--- config.mk ---
export PLATFORM = sky130hd
export DESIGN_NAME = phase_sequencer
export DESIGN_NICKNAME = d
export VERILOG_FILES = /design/src/rtl/phase_sequencer.sv
export SDC_FILE = /design/constraint.sdc
export NUM_CORES = 1
export LEC_CHECK = 0
export ABC_AREA = 1
export BUFFER_PORTS_ARGS = -buffer_cell sky130_fd_sc_hd__buf_2
export CORE_ASPECT_RATIO = 1.1
export CORE_MARGIN = 3
export CORE_UTILIZATION = 55
export CTS_BUF_LIST = sky130_fd_sc_hd__clkbuf_16
export CTS_CLUSTER_SIZE = 14
export DETAILED_ROUTE_END_ITERATION = 10
export PLACE_DENSITY = 0.76
export REMOVE_ABC_BUFFERS = 1
export SYNTH_ARGS = -nofsm -noshare
export SYNTH_HDL_FRONTEND = slang
export SYNTH_SLANG_ARGS = --single-unit
--- constraint.sdc ---
create_clock -name clk -period 4.1 [get_ports clk]
set_input_delay 0 -clock clk [delete_from_list [all_inputs] [get_ports clk]]
set_output_delay 0 -clock clk [all_outputs]
set_load 0.05 [all_outputs]
--- src/rtl/phase_sequencer.sv ---
// Instruction phase sequencer: drives the 3-bit phase (0..7) into the CPU
// controller and handles run/stop/single-step control and the controller halt
// strobe. It also counts retired instructions. One instruction spans 8 phases,
// and each phase lasts DIV clock cycles.
//
// Handshake note: start/step/stop are single-cycle request pulses that are
// sampled on the clock edge. There is no ready/acknowledge. A request that does
// not apply to the current state is dropped, and the caller can see what
// happened through running/halted.
module phase_sequencer #(
   parameter int DIV          = 1,
   parameter int CNT_W        = 16,
   parameter bit RUN_ON_RESET = 1'b0
) (
   input  logic             clk,
   input  logic             rst,
   input  logic             start,
   input  logic             step,
   input  logic             stop,
   input  logic             halt,
   output logic [2:0]       phase,
   output logic             adv,
   output logic             running,
   output logic             halted,
   output logic [CNT_W-1:0] instr_cnt
);

   localparam int DIV_W = (DIV > 1) ? $clog2(DIV) : 1;

   typedef enum logic [1:0] {
      S_IDLE   = 2'd0,
      S_RUN    = 2'd1,
      S_STEP   = 2'd2,
      S_HALTED = 2'd3
   } state_t;

   localparam state_t RST_STATE = RUN_ON_RESET ? S_RUN : S_IDLE;

   state_t             state_q, state_d;
   logic [2:0]         phase_q, phase_d;
   logic [DIV_W-1:0]   div_cnt_q, div_cnt_d;
   logic               stop_pend_q, stop_pend_d;
   logic [CNT_W-1:0]   instr_cnt_q, instr_cnt_d;
   logic               running_q, running_d;
   logic               halted_q, halted_d;
   logic               active;
   logic               halt_hit;
   logic               retire;

   // The divider and phase counter move only while an instruction is executing.
   assign active   = (state_q == S_RUN) || (state_q == S_STEP);
   assign adv      = active && (div_cnt_q == DIV_W'(DIV - 1)) && !rst;
   // Halt is checked at the end of phase 4, so it always wins over a retire
   // that would complete later in the same instruction.
   assign halt_hit = adv && (phase_q == 3'd4) && halt;
   assign retire   = adv && (phase_q == 3'd7);

   // Next-state logic: divider, phase, FSM transitions, and the retire counter.
   always_comb begin
      state_d     = state_q;
      phase_d     = phase_q;
      div_cnt_d   = div_cnt_q;
      stop_pend_d = stop_pend_q;
      instr_cnt_d = instr_cnt_q;

      if (!active) begin
         div_cnt_d = '0;
         phase_d   = 3'd0;
      end else if (adv) begin
         div_cnt_d = '0;
         phase_d   = phase_q + 3'd1;
      end else begin
         div_cnt_d = div_cnt_q + 1'b1;
      end

      if (retire) begin
         instr_cnt_d = instr_cnt_q + 1'b1;
      end

      case (state_q)
         S_IDLE, S_HALTED: begin
            if (start) begin
               state_d = S_RUN;
            end else if (step) begin
               state_d = S_STEP;
            end
         end
         S_RUN: begin
            if (stop) begin
               stop_pend_d = 1'b1;
            end
            if (halt_hit) begin
               phase_d     = 3'd0;
               state_d     = S_HALTED;
               stop_pend_d = 1'b0;
            end else if (retire && (stop_pend_q || stop)) begin
               state_d     = S_IDLE;
               stop_pend_d = 1'b0;
            end
         end
         S_STEP: begin
            if (halt_hit) begin
               phase_d     = 3'd0;
               state_d     = S_HALTED;
               stop_pend_d = 1'b0;
            end else if (retire) begin
               state_d = S_IDLE;
            end
         end
         default: begin
            state_d = S_IDLE;
         end
      endcase

      running_d = (state_d == S_RUN) || (state_d == S_STEP);
      halted_d  = (state_d == S_HALTED);
   end

   // State registers. A synchronous reset abandons any instruction in flight.
   always_ff @(posedge clk) begin
      if (rst) begin
         state_q     <= RST_STATE;
         phase_q     <= 3'd0;
         div_cnt_q   <= '0;
         stop_pend_q <= 1'b0;
         instr_cnt_q <= '0;
         running_q   <= RUN_ON_RESET;
         halted_q    <= 1'b0;
      end else begin
         state_q     <= state_d;
         phase_q     <= phase_d;
         div_cnt_q   <= div_cnt_d;
         stop_pend_q <= stop_pend_d;
         instr_cnt_q <= instr_cnt_d;
         running_q   <= running_d;
         halted_q    <= halted_d;
      end
   end

   assign phase     = phase_q;
   assign running   = running_q;
   assign halted    = halted_q;
   assign instr_cnt = instr_cnt_q;

endmodule

# [Word level (Yosys, flattened, before mapping)]
# Index checks and enable logic that the tools add are counted.
[op_classes] add_sub_neg=3 eq_ne=10 muxes=16 bitwise_logic=2 n_reduce_logical=16
[ops] cell="$add 16x1->16 const B" n=1
[ops] cell="$mux 2" n=6
[ops] cell="$mux 3" n=4
[ops] cell="$eq 2x2->1 const B" n=4
[ops] cell="$eq 3x3->1 const B" n=2
[ops] cell="$logic_and 1x1->1" n=6
[ops] cell="$pmux 2 s3" n=1
[ops] cell="$eq 2x1->1 const B" n=2
[ops] cell="$mux 1" n=4
[ops] cell="$ne 4x3->1 const B" n=1
[ops] cell="$reduce_or 2->1" n=2
[ops] cell="$add 3x1->3 const B" n=1
[ops] cell="$logic_or 1x1->1" n=3
[ops] cell="$reduce_and 3->1" n=1
[ops] cell="$reduce_or 3->1" n=1
[ops] cell="$logic_not 2->1" n=1
[ops] cell="$ne 2x2->1 const B" n=1
[ops] cell="$not 1->1" n=2
[ops] cell="$pmux 1 s2" n=1
[ops] cell="$reduce_bool 2->1" n=1
[ops] cell="$add 1x1->1 const B" n=1
[ops] cell="$logic_not 1->1" n=1
[totals] register_bits=25 inputBits=6 out_inout_bits=22 wordCells=54

# [Depth between registers and ports, before layout]
[logic_depth] ltp_word=11 ltp_mapped=14

# [Worst setup path before layout]
# OpenSTA, ideal clock, no wires.
[synth_path] path_kind="reg-to-reg" start="register phase_q[1] (netlist: phase[1])" end="register running_q (netlist: running)" setup_ns=0.128 arrival_ns=1.892 t_required_ns=3.972 path_slack_ns=2.081 stages_incl_launch_ff=13 path_buffers=0 synth_period_minus_slack_ns=2.019 cell_sequence="dfxtp_1 ha_1 ha_1 nand3_4 nand2_1 nand2_1 a21oi_1 nand2_1 nand2_1 inv_1 ha_1 inv_1 nor2_1"
[synth_via] elab_chain_len=8 elab_cells_between_ends=14 cone_classes="eq/ne: 4; mux: 5; reduce/logical: 5"
[synth_lines] item="from (decl)" line="40" source="logic [2:0] phase_q, phase_d;"
[synth_lines] item="from (signal assigned)" line="131" source="phase_q <= phase_d;"
[synth_lines] item="$eq 3x3->1" line="56" source="assign retire = adv && (phase_q == 3'd7);"
[synth_lines] item="$logic_and 1x1->1" line="56"
[synth_lines] item="$logic_and 1x1->1" line="96" source="end else if (retire && (stop_pend_q || stop)) begin"
[synth_lines] item="$mux 2" line="96"
[synth_lines] item="$mux 2" line="92" source="if (halt_hit) begin"
[synth_lines] item="$pmux 2 s3 (*)" line="80" source="case (state_q)"
[synth_lines] item="$eq 2x1->1 / $eq 2x2->1 (equally long branches)" line="115" source="running_d = (state_d == S_RUN) || (state_d == S_STEP);"
[synth_lines] item="$logic_or 1x1->1 (*)" line="115"
[synth_lines] item="net running_d" line="44" source="logic running_q, running_d;"
[synth_lines] item="to (signal assigned)" line="135" source="running_q <= running_d;"
[synth_lines] item="to (decl)" line="44"
# The timed path passes the listed nets; every way through them passes the cells marked *.
# A chain may end at the register's enable or synchronous reset.

# [Final worst setup path]
[layout_path] start="register state_q[0]" end="register running_q (netlist: running)"
[layout_via] elab_chain_len=11 elab_cells_between_ends=22 cone_classes="eq/ne: 5; mux: 7; reduce/logical: 10"
[layout_lines] item="from (decl)" line="39" source="state_t state_q, state_d;"
[layout_lines] item="from (signal assigned)" line="130" source="state_q <= state_d;"
[layout_lines] item="$eq 2x1->1 / $eq 2x2->1 (equally long branches)" line="51, 80"
[layout_lines] item="$logic_or 1x1->1" line="51" source="assign active = (state_q == S_RUN) || (state_q == S_STEP);"
[layout_lines] item="$logic_and 1x1->1 (2 in a row)" line="52" source="assign adv = active && (div_cnt_q == DIV_W'(DIV - 1)) && !rst;"
[layout_lines] item="$logic_and 1x1->1" line="56"
[layout_lines] item="$logic_and 1x1->1" line="96"
[layout_lines] item="$mux 2" line="96"
[layout_lines] item="$mux 2" line="92"
[layout_lines] item="$pmux 2 s3 (*)" line="80"
[layout_lines] item="$eq 2x1->1 / $eq 2x2->1 (equally long branches)" line="115"
[layout_lines] item="$logic_or 1x1->1 (*)" line="115"
[layout_lines] item="net running_d" line="44"
# Marks and branches as above.

==> impl_metrics.py <==
metrics = {
    "run_status": {
        "status": "finished, final reports clean",
    },
    "clocking": {
        "cts_made_buffers": 3,
        "clockBufferDepth": 2,
        "post_cts_buffers": 0,
        "htreeDepth": 1,
        "cts_hold_buf": 0,
        "insertion_delay_ns": 0.25,
        "cts_resized": 0,
        "cts_tree": "done",
        "cts_sinks": 25,
        "cts_root_buf": "clkbuf_16",
        "clk_pin_slew_worst_paths_ns": 0.06,
    },
    "floorplan": {
        "core_area_um2": 2275,
        "chipWidth_um": 52.73,
        "die-area_um2": 3027,
        "die_h_um": 57.41,
        "rows": 18,
        "io_pins": 28,
        "initial_core_util": 0.5809,
    },
    "setup_path": {
        "critical_path_class": "flip-flop to flip-flop",
        "start_kind": "flip-flop",
        "cp-end-kind": "flip-flop",
        "cp_data_arrival_time_ns": 2.26,
        "critical_path_required_ns": 4.24,
        "crit_fanout": 15,
        "rrSetupSlack_ns": 1.98,
    },
    "route": {
        "vias_per_cell": 5.225,
        "drc_errors": 0,
        "vias": 1322,
        "routedWlPerCell_um": 11.30,
        "drt_iter0_drc": 30,
        "final_antenna_net_count": 0,
        "wl_mm": 2.860,
        "drt_pass1_iterations": 4,
    },
    "place": {
        "gp_congestion": 0.8454,
        "dp_hpwl_mm": 2.216,
        "place_ws_ns": 1.966,
        "port-buffer-count": 27,
        "placedCellCount": 249,
    },
    "global_routing": {
        "grt_first_pass_wirelength_mm": 4.981,
        "antenna_found_initial": 0,
        "grt_max_degree": 16,
        "grt_usage": 0.2116,
        "grt_pass1_vias": 1260,
        "overflow": 0,
    },
    "sta": {
        "slew_viol_final": 0,
        "rsz0062_at_grt": "false",
        "final-setup-viol-count": 0,
        "finalClockSkew_ns": 0.002068,
        "fin_setup_tns_ns": 0,
        "hold_viol": 0,
        "period_share": 0.5183,
        "fmax_ghz": 0.4706,
        "layout_setup_ws_ns": 1.975,
        "min_period_ns": 2.125,
    },
    "finish": {
        "fillers": 219,
        "multi_input_area_um2": 688.2,
        "nets": 237,
        "syn_to_final_growth_pct": 18.37,
        "seq_area_um2": 500.5,
        "layout_commonest_cell": "nand2_1",
        "mostFrequentLayoutCells": "nand2_1 (47), inv_1 (32), buf_2 (27)",
        "finalNonFillerCells": 253,
        "diodes": 0,
        "drive_gt1_frac": 0.1704,
    },
    "synthesis": {
        "syn_avg_cell_area_um2": 6.811,
        "yosys_warnings": 0,
        "syn-cell-area_um2": 1321,
        "synthDistinctLibCells": 23,
        "syn_inst": 194,
        "ys_seq_elements": 25,
        "seq_area_frac_synth": 0.3788,
    },
    "flow_run": {
        "cap_violations": 0,
    },
    "power": {
        "p_leak_nw": 0.7459,
        "powerDensity_nw_per_um2": 359.0,
        "vdd_drop_max_v": 0.0003151,
    },
    "worst_hold_path": {
        "min_path_type": "input port to flip-flop",
    },
}
-- state kept, by name, indices dropped and copies added, names as in the netlist --
name         flops
halted           1
div_cnt_q        1
instr_cnt       16
phase            3
state_q          2
running          1
stop_pend_q      1
-- cell usage after synthesis --
cell type   n  share of area
o21ai_0     9          0.034
nor2_2      2         0.0095
nand4_1     5          0.024
nor2_4      1         0.0085
a211oi_1    2          0.011
nor2_1     15          0.043
a21oi_1    18          0.068
conb_1      1         0.0028
ha_1        7          0.066
xor2_1      1         0.0066
nor3b_1     1         0.0057
inv_1      31          0.088
buf_2       1         0.0038
dfxtp_1    25           0.38
nand2_1    47           0.13
inv_2       2         0.0057
and3_1      1         0.0047
nand3_4     1          0.013
nand2_2     2         0.0095
o22ai_1     1         0.0047
clkbuf_1    1         0.0028
nand3_1     8          0.030
nor3_1     12          0.045
-- cell families after synthesis --
group / share of synthesized area
simple gates: 0.3267
buf+inv: 0.1004
compound gates: 0.1184
flops: 0.3788
fa+ha+maj: 0.06628
xor+xnor: 0.006630
other cells: 0.002838
-- power breakdown --
| group | internal, W | total [W] | switching [W] |
|---|---|---|---|
| Sequential | 0.000253 | 0.000259 | 0.00000609 |
| Combinational | 0.0000274 | 0.0000918 | 0.0000643 |
| Clock | 0.000130 | 0.000211 | 0.0000808 |
-- final timing paths --
check	from	end	cells after the start
max	state_q[0]$_SDFF_PP0_	running$_SDFF_PP0_	13
min	step	state_q[0]$_SDFF_PP0_	4
max reg2reg	state_q[0]$_SDFF_PP0_	running$_SDFF_PP0_	13
min reg2reg	div_cnt_q$_SDFF_PP0_	phase[0]$_SDFF_PP0_	2
-- through the flow --
| step | utilization | hold WS, ns | power, W | area, um^2 |
|---|---|---|---|---|
| global placement | 0.6529 | 0.3278 | 0.0003526 | 1485 |
| floorplan | - | 0.06907 | 0.0003351 | 1313 |
| detailed placement | 0.6529 | 0.3262 | 0.0003566 | 1485 |
| CTS | 0.6876 | 0.05725 | 0.0005667 | 1564 |
| global route | 0.6876 | 0.07461 | 0.0005906 | 1564 |
| finish | 0.6876 | 0.05787 | 0.0005615 | 1564 |
-- layout make-up --
cell class                 count  area share
multi-input combinational    134      0.4400
inverter                      33     0.07920
tap                           30     0.02400
clock inverter                 1    0.002400
sequential                    25      0.3200
timing repair buffer          27     0.08640
clock buffer                   3     0.04800
-- worst max-delay path, stage by stage (launching register included) --
cell     delay (ns)
dfxtp_1        0.37
inv_1          0.08
ha_1           0.36
nor2_4         0.19
nand3_4        0.20
nand2_1        0.10
nand2_1        0.05
a21oi_1        0.13
nand2_1        0.07
nand2_1        0.08
inv_1          0.04
ha_1           0.26
inv_1          0.05
nor2_1         0.03
-- metal layers --
layer / global-route usage / wire length (um) / up-vias
met5: 0 / 0 / -
met4: 0.08759 / 30 / 0
met3: 0.03655 / 107 / 4
met2: 0.3617 / 1485 / 27
met1: 0.2569 / 1236 / 610
li1: - / - / 681
No activity file was read; power rests on OpenSTA's default activity.
